===== src/rtl/imm_pkg.sv =====
// Shared decode vocabulary: RV opcode constants, immediate format tag and the
// decoder result record (immediate always carried at 64 bits, users truncate).
package imm_pkg;

  localparam logic [6:0] OPC_LUI     = 7'b0110111;
  localparam logic [6:0] OPC_AUIPC   = 7'b0010111;
  localparam logic [6:0] OPC_JAL     = 7'b1101111;
  localparam logic [6:0] OPC_JALR    = 7'b1100111;
  localparam logic [6:0] OPC_BRANCH  = 7'b1100011;
  localparam logic [6:0] OPC_LOAD    = 7'b0000011;
  localparam logic [6:0] OPC_STORE   = 7'b0100011;
  localparam logic [6:0] OPC_OPIMM   = 7'b0010011;
  localparam logic [6:0] OPC_OPIMM32 = 7'b0011011;
  localparam logic [6:0] OPC_OP      = 7'b0110011;
  localparam logic [6:0] OPC_OP32    = 7'b0111011;
  localparam logic [6:0] OPC_MISCMEM = 7'b0001111;
  localparam logic [6:0] OPC_SYSTEM  = 7'b1110011;

  typedef enum logic [2:0] {
    FMT_NONE = 3'd0,
    FMT_I    = 3'd1,
    FMT_S    = 3'd2,
    FMT_B    = 3'd3,
    FMT_U    = 3'd4,
    FMT_J    = 3'd5,
    FMT_SH   = 3'd6
  } imm_fmt_e;

  typedef struct packed {
    logic [63:0] imm;
    imm_fmt_e    fmt;
    logic        illegal;
  } imm_res_t;

endpackage


===== src/rtl/imm_decode.sv =====
// Combinational immediate decoder. Immediates are sign/zero-extended to 64 bits;
// truncating to 32 bits yields the correct RV32 value, so only shamt width and
// the word-op legality depend on XLEN.
module imm_decode
  import imm_pkg::*;
#(
  parameter int XLEN = 32
) (
  input  logic [31:0] instr_i,
  output imm_res_t    res_o
);

  logic [6:0] opc;
  logic       is_shift;

  assign opc      = instr_i[6:0];
  assign is_shift = (instr_i[13:12] == 2'b01);

  always_comb begin
    res_o = '0;
    case (opc)
      OPC_LUI, OPC_AUIPC: begin
        res_o.imm = {{32{instr_i[31]}}, instr_i[31:12], 12'b0};
        res_o.fmt = FMT_U;
      end
      OPC_JAL: begin
        res_o.imm = {{44{instr_i[31]}}, instr_i[19:12], instr_i[20], instr_i[30:21], 1'b0};
        res_o.fmt = FMT_J;
      end
      OPC_JALR, OPC_LOAD: begin
        res_o.imm = {{52{instr_i[31]}}, instr_i[31:20]};
        res_o.fmt = FMT_I;
      end
      OPC_OPIMM: begin
        if (is_shift) begin
          // funct7 (incl. the srai/srli select bit) never leaks into the shamt
          res_o.imm = (XLEN == 64) ? {58'b0, instr_i[25:20]} : {59'b0, instr_i[24:20]};
          res_o.fmt = FMT_SH;
        end else begin
          res_o.imm = {{52{instr_i[31]}}, instr_i[31:20]};
          res_o.fmt = FMT_I;
        end
      end
      OPC_OPIMM32: begin
        if (XLEN != 64) begin
          res_o.illegal = 1'b1;
        end else if (is_shift) begin
          res_o.imm = {59'b0, instr_i[24:20]};
          res_o.fmt = FMT_SH;
        end else begin
          res_o.imm = {{52{instr_i[31]}}, instr_i[31:20]};
          res_o.fmt = FMT_I;
        end
      end
      OPC_STORE: begin
        res_o.imm = {{52{instr_i[31]}}, instr_i[31:25], instr_i[11:7]};
        res_o.fmt = FMT_S;
      end
      OPC_BRANCH: begin
        res_o.imm = {{52{instr_i[31]}}, instr_i[7], instr_i[30:25], instr_i[11:8], 1'b0};
        res_o.fmt = FMT_B;
      end
      OPC_OP, OPC_MISCMEM, OPC_SYSTEM: ;
      OPC_OP32: res_o.illegal = (XLEN != 64);
      default:  res_o.illegal = 1'b1;
    endcase
  end

endmodule


===== src/rtl/imm_gen_pipe.sv =====
// Decode-stage immediate generator: decoder feeding an output register (O)
// backed by a skid register (S), plus a saturating illegal-opcode counter.
module imm_gen_pipe
  import imm_pkg::*;
#(
  parameter int XLEN      = 32,
  parameter int ILL_CNT_W = 16
) (
  input  logic                 clk,
  input  logic                 rst,
  input  logic                 flush,
  input  logic                 in_valid,
  output logic                 in_ready,
  input  logic [31:0]          in_instr,
  output logic                 out_valid,
  input  logic                 out_ready,
  output logic [31:0]          out_instr,
  output logic [XLEN-1:0]      out_imm,
  output imm_fmt_e             out_fmt,
  output logic                 out_illegal,
  output logic [ILL_CNT_W-1:0] ill_cnt,
  input  logic                 ill_cnt_clr
);

  if (XLEN != 32 && XLEN != 64) begin : g_bad_xlen
    $error("imm_gen_pipe: XLEN must be 32 or 64");
  end

  typedef struct packed {
    logic [31:0]     instr;
    logic [XLEN-1:0] imm;
    imm_fmt_e        fmt;
    logic            illegal;
  } slot_t;

  localparam logic [ILL_CNT_W-1:0] CNT_MAX = '1;

  imm_res_t              dec_res;
  slot_t                 new_slot;
  slot_t                 o_q, o_d, s_q, s_d;
  logic                  o_valid_q, o_valid_d, s_valid_q, s_valid_d;
  logic [ILL_CNT_W-1:0]  cnt_q, cnt_d;
  logic                  accept;

  imm_decode #(.XLEN(XLEN)) u_decode (
    .instr_i (in_instr),
    .res_o   (dec_res)
  );

  assign new_slot = '{instr: in_instr, imm: dec_res.imm[XLEN-1:0],
                      fmt: dec_res.fmt, illegal: dec_res.illegal};

  // Handshake: a transfer happens on a rising edge where valid && ready are both
  // high; a held valid keeps its payload stable until that edge.
  assign in_ready = !s_valid_q && !rst;
  assign accept   = in_valid && in_ready;

  always_comb begin
    o_d       = o_q;
    s_d       = s_q;
    o_valid_d = o_valid_q;
    s_valid_d = s_valid_q;
    if (flush) begin
      o_valid_d = 1'b0;
      s_valid_d = 1'b0;
    end else if (out_ready && s_valid_q) begin
      o_d       = s_q;
      o_valid_d = 1'b1;
      s_valid_d = 1'b0;
    end else if (accept) begin
      if (!o_valid_q || out_ready) begin
        o_d       = new_slot;
        o_valid_d = 1'b1;
      end else begin
        s_d       = new_slot;
        s_valid_d = 1'b1;
      end
    end else if (out_ready) begin
      o_valid_d = 1'b0;
    end
  end

  // Counted at accept; a flushed accept never happened as far as the count goes.
  always_comb begin
    cnt_d = cnt_q;
    if (ill_cnt_clr) begin
      cnt_d = '0;
    end else if (accept && !flush && new_slot.illegal && cnt_q != CNT_MAX) begin
      cnt_d = cnt_q + 1'b1;
    end
  end

  always_ff @(posedge clk) begin
    if (rst) begin
      o_q       <= '0;
      s_q       <= '0;
      o_valid_q <= 1'b0;
      s_valid_q <= 1'b0;
      cnt_q     <= '0;
    end else begin
      o_q       <= o_d;
      s_q       <= s_d;
      o_valid_q <= o_valid_d;
      s_valid_q <= s_valid_d;
      cnt_q     <= cnt_d;
    end
  end

  assign out_valid   = o_valid_q;
  assign out_instr   = o_q.instr;
  assign out_imm     = o_q.imm;
  assign out_fmt     = o_q.fmt;
  assign out_illegal = o_q.illegal;
  assign ill_cnt     = cnt_q;

endmodule


===== config.mk =====
export PLATFORM = sky130hd
export DESIGN_NAME = imm_gen_pipe
export DESIGN_NICKNAME = d
export VERILOG_FILES = /design/src/rtl/imm_pkg.sv /design/src/rtl/imm_decode.sv /design/src/rtl/imm_gen_pipe.sv
export SDC_FILE = /design/constraint.sdc
export NUM_CORES = 1
export LEC_CHECK = 0
export ABC_CLOCK_PERIOD_IN_PS = 3600
export BUFFER_PORTS_ARGS = -buffer_cell sky130_fd_sc_hd__buf_2
export CAP_MARGIN = 30
export CELL_PAD_IN_SITES_DETAIL_PLACEMENT = 0
export CELL_PAD_IN_SITES_GLOBAL_PLACEMENT = 1
export CORE_UTILIZATION = 41
export CTS_CLUSTER_SIZE = 12
export DETAILED_ROUTE_END_ITERATION = 6
export MAX_ROUTING_LAYER = met4
export PLACE_DENSITY = 0.89
export SLEW_MARGIN = 20
export SYNTH_ARGS = -nofsm -noshare
export SYNTH_HDL_FRONTEND = slang
export SYNTH_HIERARCHICAL = 1
export SYNTH_SLANG_ARGS = --single-unit

===== constraint.sdc =====
create_clock -name clk -period 3.6 [get_ports clk]
set_input_delay 1.08 -clock clk [delete_from_list [all_inputs] [get_ports clk]]
set_output_delay 1.08 -clock clk [all_outputs]
set_load 0.05 [all_outputs]

; ---- Word-level counts from Yosys, hierarchy flattened
; Index checks and enable logic that the tools add are counted.
[word_totals]
register_bits = 154
output_inout_bits = 86
in_bits = 38
[op_classes]
add_sub_neg = 1
reduce_logical = 24
bitwise_logic = 3
eq_ne = 14
n_mux = 10
[op_table]
columns = cell, count
row1 = case mux 35 bit (6 select lines), 1
row2 = two-way mux 68 bit, 3
row3 = two-way mux 35 bit, 1
row4 = == test 7 bit (second input constant), 4
row5 = == test 7 x 6 -> 1 bit (second input constant), 3
row6 = adder 16 x 1 -> 16 bit (second input constant), 1
row7 = != test 16 bit (second input constant), 1
row8 = == test 7 x 5 -> 1 bit (second input constant), 2
row9 = OR reduction 11 bit, 1
row10 = OR reduction 2 bit, 4
row11 = == test 7 x 2 -> 1 bit (second input constant), 1
row12 = == test 7 x 4 -> 1 bit (second input constant), 1
row13 = logical AND 1 bit, 6
row14 = two-way mux 1 bit, 5
row15 = zero test 1 bit, 4
row16 = AND reduction 2 bit, 2
row17 = AND reduction 4 bit, 1
row18 = nonzero test 2 bit, 2
row19 = != test 3 x 1 -> 1 bit (second input constant), 1
row20 = NOT 1 bit, 3
row21 = AND reduction 3 bit, 1
row22 = nonzero test 3 bit, 1
row23 = OR reduction 3 bit, 1
row24 = == test 2 x 1 -> 1 bit (second input constant), 1
row25 = logical OR 1 bit, 1

; ---- Depth between registers and ports, before layout
[logic_depth]
depth_word = 6
ltp_mapped = 9
ltp_nobuf = 8

; ---- Cells and area by module
; Netlist, hierarchy kept.
[modules_own_cells]
columns = mod, cells_each, n_inst, area_each_um2
row1 = imm_gen_pipe, 798, 1, 6302.3
row2 = imm_decode, 130, 1, 1019.7

; ---- Least setup slack after synthesis
; Ideal clock, no wire load.
[synth_path]
path_type = input to output
start = input rst
end = output in_ready
setup_slack_ps = 280
cell_stages = 4
arrival_ps = 2240
n_path_buf = 3
path_cell_list = buf_6 -> clkbuf_1 -> clkbuf_1 -> nor2_1
[synth_via]
elab_chain_cells = 2
[synth_lines]
columns = item, line
row1 = from (decl), imm_gen_pipe.sv:10  ; input logic rst,
row2 = zero test 1 bit, imm_gen_pipe.sv:55  ; assign in_ready = !s_valid_q && !rst;
row3 = logical AND 1 bit, imm_gen_pipe.sv:55
row4 = to (decl), imm_gen_pipe.sv:13  ; output logic in_ready,
; No other way between the ends.

; ---- Worst setup path in the final report
; Ends and elaborated chain as after synthesis.

==> impl_metrics.json <==
{
  "outcome": "finished, final reports clean",
  "h-tree-depth": 4,
  "setup_tns_ns": 0,
  "slew_headroom": 0.436,
  "drv_cap": 0,
  "cts-buffers-inserted": 17,
  "die_y_um": 133,
  "holdCritStartpoint": "s_q[45]",
  "syn_inst": 896,
  "worstPathCellList": "buf_4, nor2_1, buf_2",
  "path_clk_slew_ns": 0.06,
  "grt_overflow_total": 0,
  "nets": 1018,
  "cts_resized": 0,
  "worstSetupPathType": "input pin to output pin",
  "cts_setup_buffers": 0,
  "worstPathRequired_ns": 2.52,
  "drv_slew": 0,
  "io_buffers": 123,
  "stdcell_count": 1212,
  "hp-class": "register to register",
  "diodes": 0,
  "final_core_util": 0.506,
  "pwr-share-seq": 0.451,
  "fp.coreArea_um2": 16700,
  "clock_path_buffers": 2,
  "end_kind": "output pin",
  "n_fill_cell": 1675,
  "p_int_mw": 2.86,
  "die_w_um": 133,
  "grt_first_pass_wirelength_um": 32000,
  "fmax_mhz": 356,
  "route.detailed.drc": 0,
  "place_hpwl_um": 13000,
  "die_area_um2": 17800,
  "ir_worst_vdd_v": 0.000353,
  "antenna_found_initial": 0,
  "min_to": "s_q[45]",
  "p_leak_nw": 3.09,
  "start_util": 0.424,
  "ctsHoldBuffers": 0,
  "postPlaceCellArea_um2": 7890,
  "groute.layer.met2.usage": 0.340,
  "io_pins": 124,
  "multi_input_area_um2": 3640,
  "worstSetupStartpointType": "input pin",
  "placed_cells": 1180,
  "drt-total-wl_um": 19900,
  "drtAntennaViolNets": 0,
  "synth_warnings": 6,
  "areaGrowthSynthToFinish_pct": 19.4,
  "grt_pass1_vias": 6019,
  "final_hold_viol_count": 0,
  "r2r-end": "ill_cnt[12]",
  "setup_viol": 0,
  "synth_fp_nets": 935,
  "rsz0062_at_grt": "no",
  "drive_gt1_frac": 0.219,
  "whs_path_depth": 2,
  "rr_startpoint": "s_valid_q",
  "grt_busiest_layer": "met2",
  "num_rows": 47,
  "crit_path_max_fanout": 11,
  "ctsRootBufferMaster": "clkbuf_16",
  "via_count": 6713,
  "powerDensity_nw_per_um2": 465,
  "grt_max_degree": 69,
  "tritoncts": "done",
  "avgSynthCellArea_um2": 7.90,
  "clk_latency_ns": 0.43,
  "swShare": 0.273,
  "netlist_area_um2": 7080,
  "cp.arrival_ns": 1.73,
  "regArea_um2": 3080,
  "cpMaxStageDelayCell": "buf_2",
  "gr-usage-met1": 0.328,
  "switchingPower_mw": 1.07,
  "r2r_setup_slack_ns": 1.43,
  "pwr-share-clk": 0.437,
  "cts_sinks": 154,
  "post-route-period-util": 0.780,
  "first_iter_violations": 583,
  "reg2regPathDepth": 4,
  "grt_use_total": 0.233,
  "worst_path_largest_cell_delay_ns": 0.30,
  "gp_congestion": 0.826,
  "post_drt_wl_per_cell_um": 16.4,
  "dr.pass1.iters": 5,
  "worst_pin_slew_ns": 0.840,
  "use_met3": 0.0377,
  "avgViaCountPerCell": 5.54,
  "final_cell_area_um2": 8460,
  "p_comb_frac": 0.112,
  "power.total_mw": 3.93,
  "layout_min_cycle_time_ns": 2.81,
  "finClkSkew_ns": 0.00923
}
==> state kept, by name, summed over array words and instances (netlist names) <==
register     flops
out_instr       32
out_imm         32
ill_cnt         16
s_q             68
out_valid        1
out_illegal      1
out_fmt          3
s_valid_q        1
==> how the worst max path moves through the flow <==
stage / start / end / slack, ns / cells past startpoint
2_1_floorplan: rst / in_ready / 0.28 / 4
3_3_place_gp: in_instr[6] / ill_cnt[12] / 0.51 / 8
3_5_place_dp: in_instr[6] / ill_cnt[12] / 0.46 / 8
4_1_cts: rst / in_ready / 0.79 / 3
5_1_grt: in_instr[6] / ill_cnt[10] / 0.74 / 9
6_report: rst / in_ready / 0.79 / 3
==> power by group through the flow <==
stage | clock network (mW) | registers (mW) | logic, mW
CTS | 1.75 | 1.77 | 0.443
global placement | 0 | 1.81 | 0.440
floorplan | 0 | 1.95 | 0.162
finish | 1.72 | 1.77 | 0.441
detailed placement | 0 | 1.81 | 0.442
global route | 1.82 | 1.78 | 0.471
==> per-layer routing <==
metal	vias up	part of all wire	wire, µm
met3	18	0.043	861
met5	-	0	0
met1	3183	0.49	9780
met2	159	0.45	9060
met4	0	0.012	234
li1	3353	-	-
==> per-stage QoR <==
stage / setup WS (ns) / hold WS [ns]
3_5_place_dp: 0.464 / 0.447
3_3_place_gp: 0.514 / 0.442
2_1_floorplan: 0.280 / 0.437
6_report: 0.793 / 0.453
5_1_grt: 0.744 / 0.470
4_1_cts: 0.789 / 0.455
==> critical path, delay by kind of cell <==
kind	cells	cell delay, ns
buffers and inverters	2	0.46
AND/OR/NAND/NOR	1	0.18
==> layout make-up <==
type | count | area share
clock buffer | 21 | 0.0556
multi-input combinational | 656 | 0.431
inverter | 5 | 0.00222
clock inverter | 11 | 0.0114
tap | 220 | 0.0325
sequential | 154 | 0.365
timing repair buffer | 145 | 0.103
==> cell usage in the layout, fill, tap and decap left out, types with 4 or more instances in the layout <==
master     count
and2_1         7
o21ai_2       10
nor3_1         7
dfxtp_1      153
clkbuf_16     17
buf_12         7
inv_1          5
or4_1          7
nand3_1       76
nand4_1        6
clkinv_2       5
nand2_1      219
a22o_1         4
o2bb2ai_2      8
a311oi_1      68
nor4_1         4
buf_4         16
o31ai_1        6
buf_2        122
nor2_1        79
a21oi_1       92
o21ai_0        9
(Power assumes the default switching activity.)
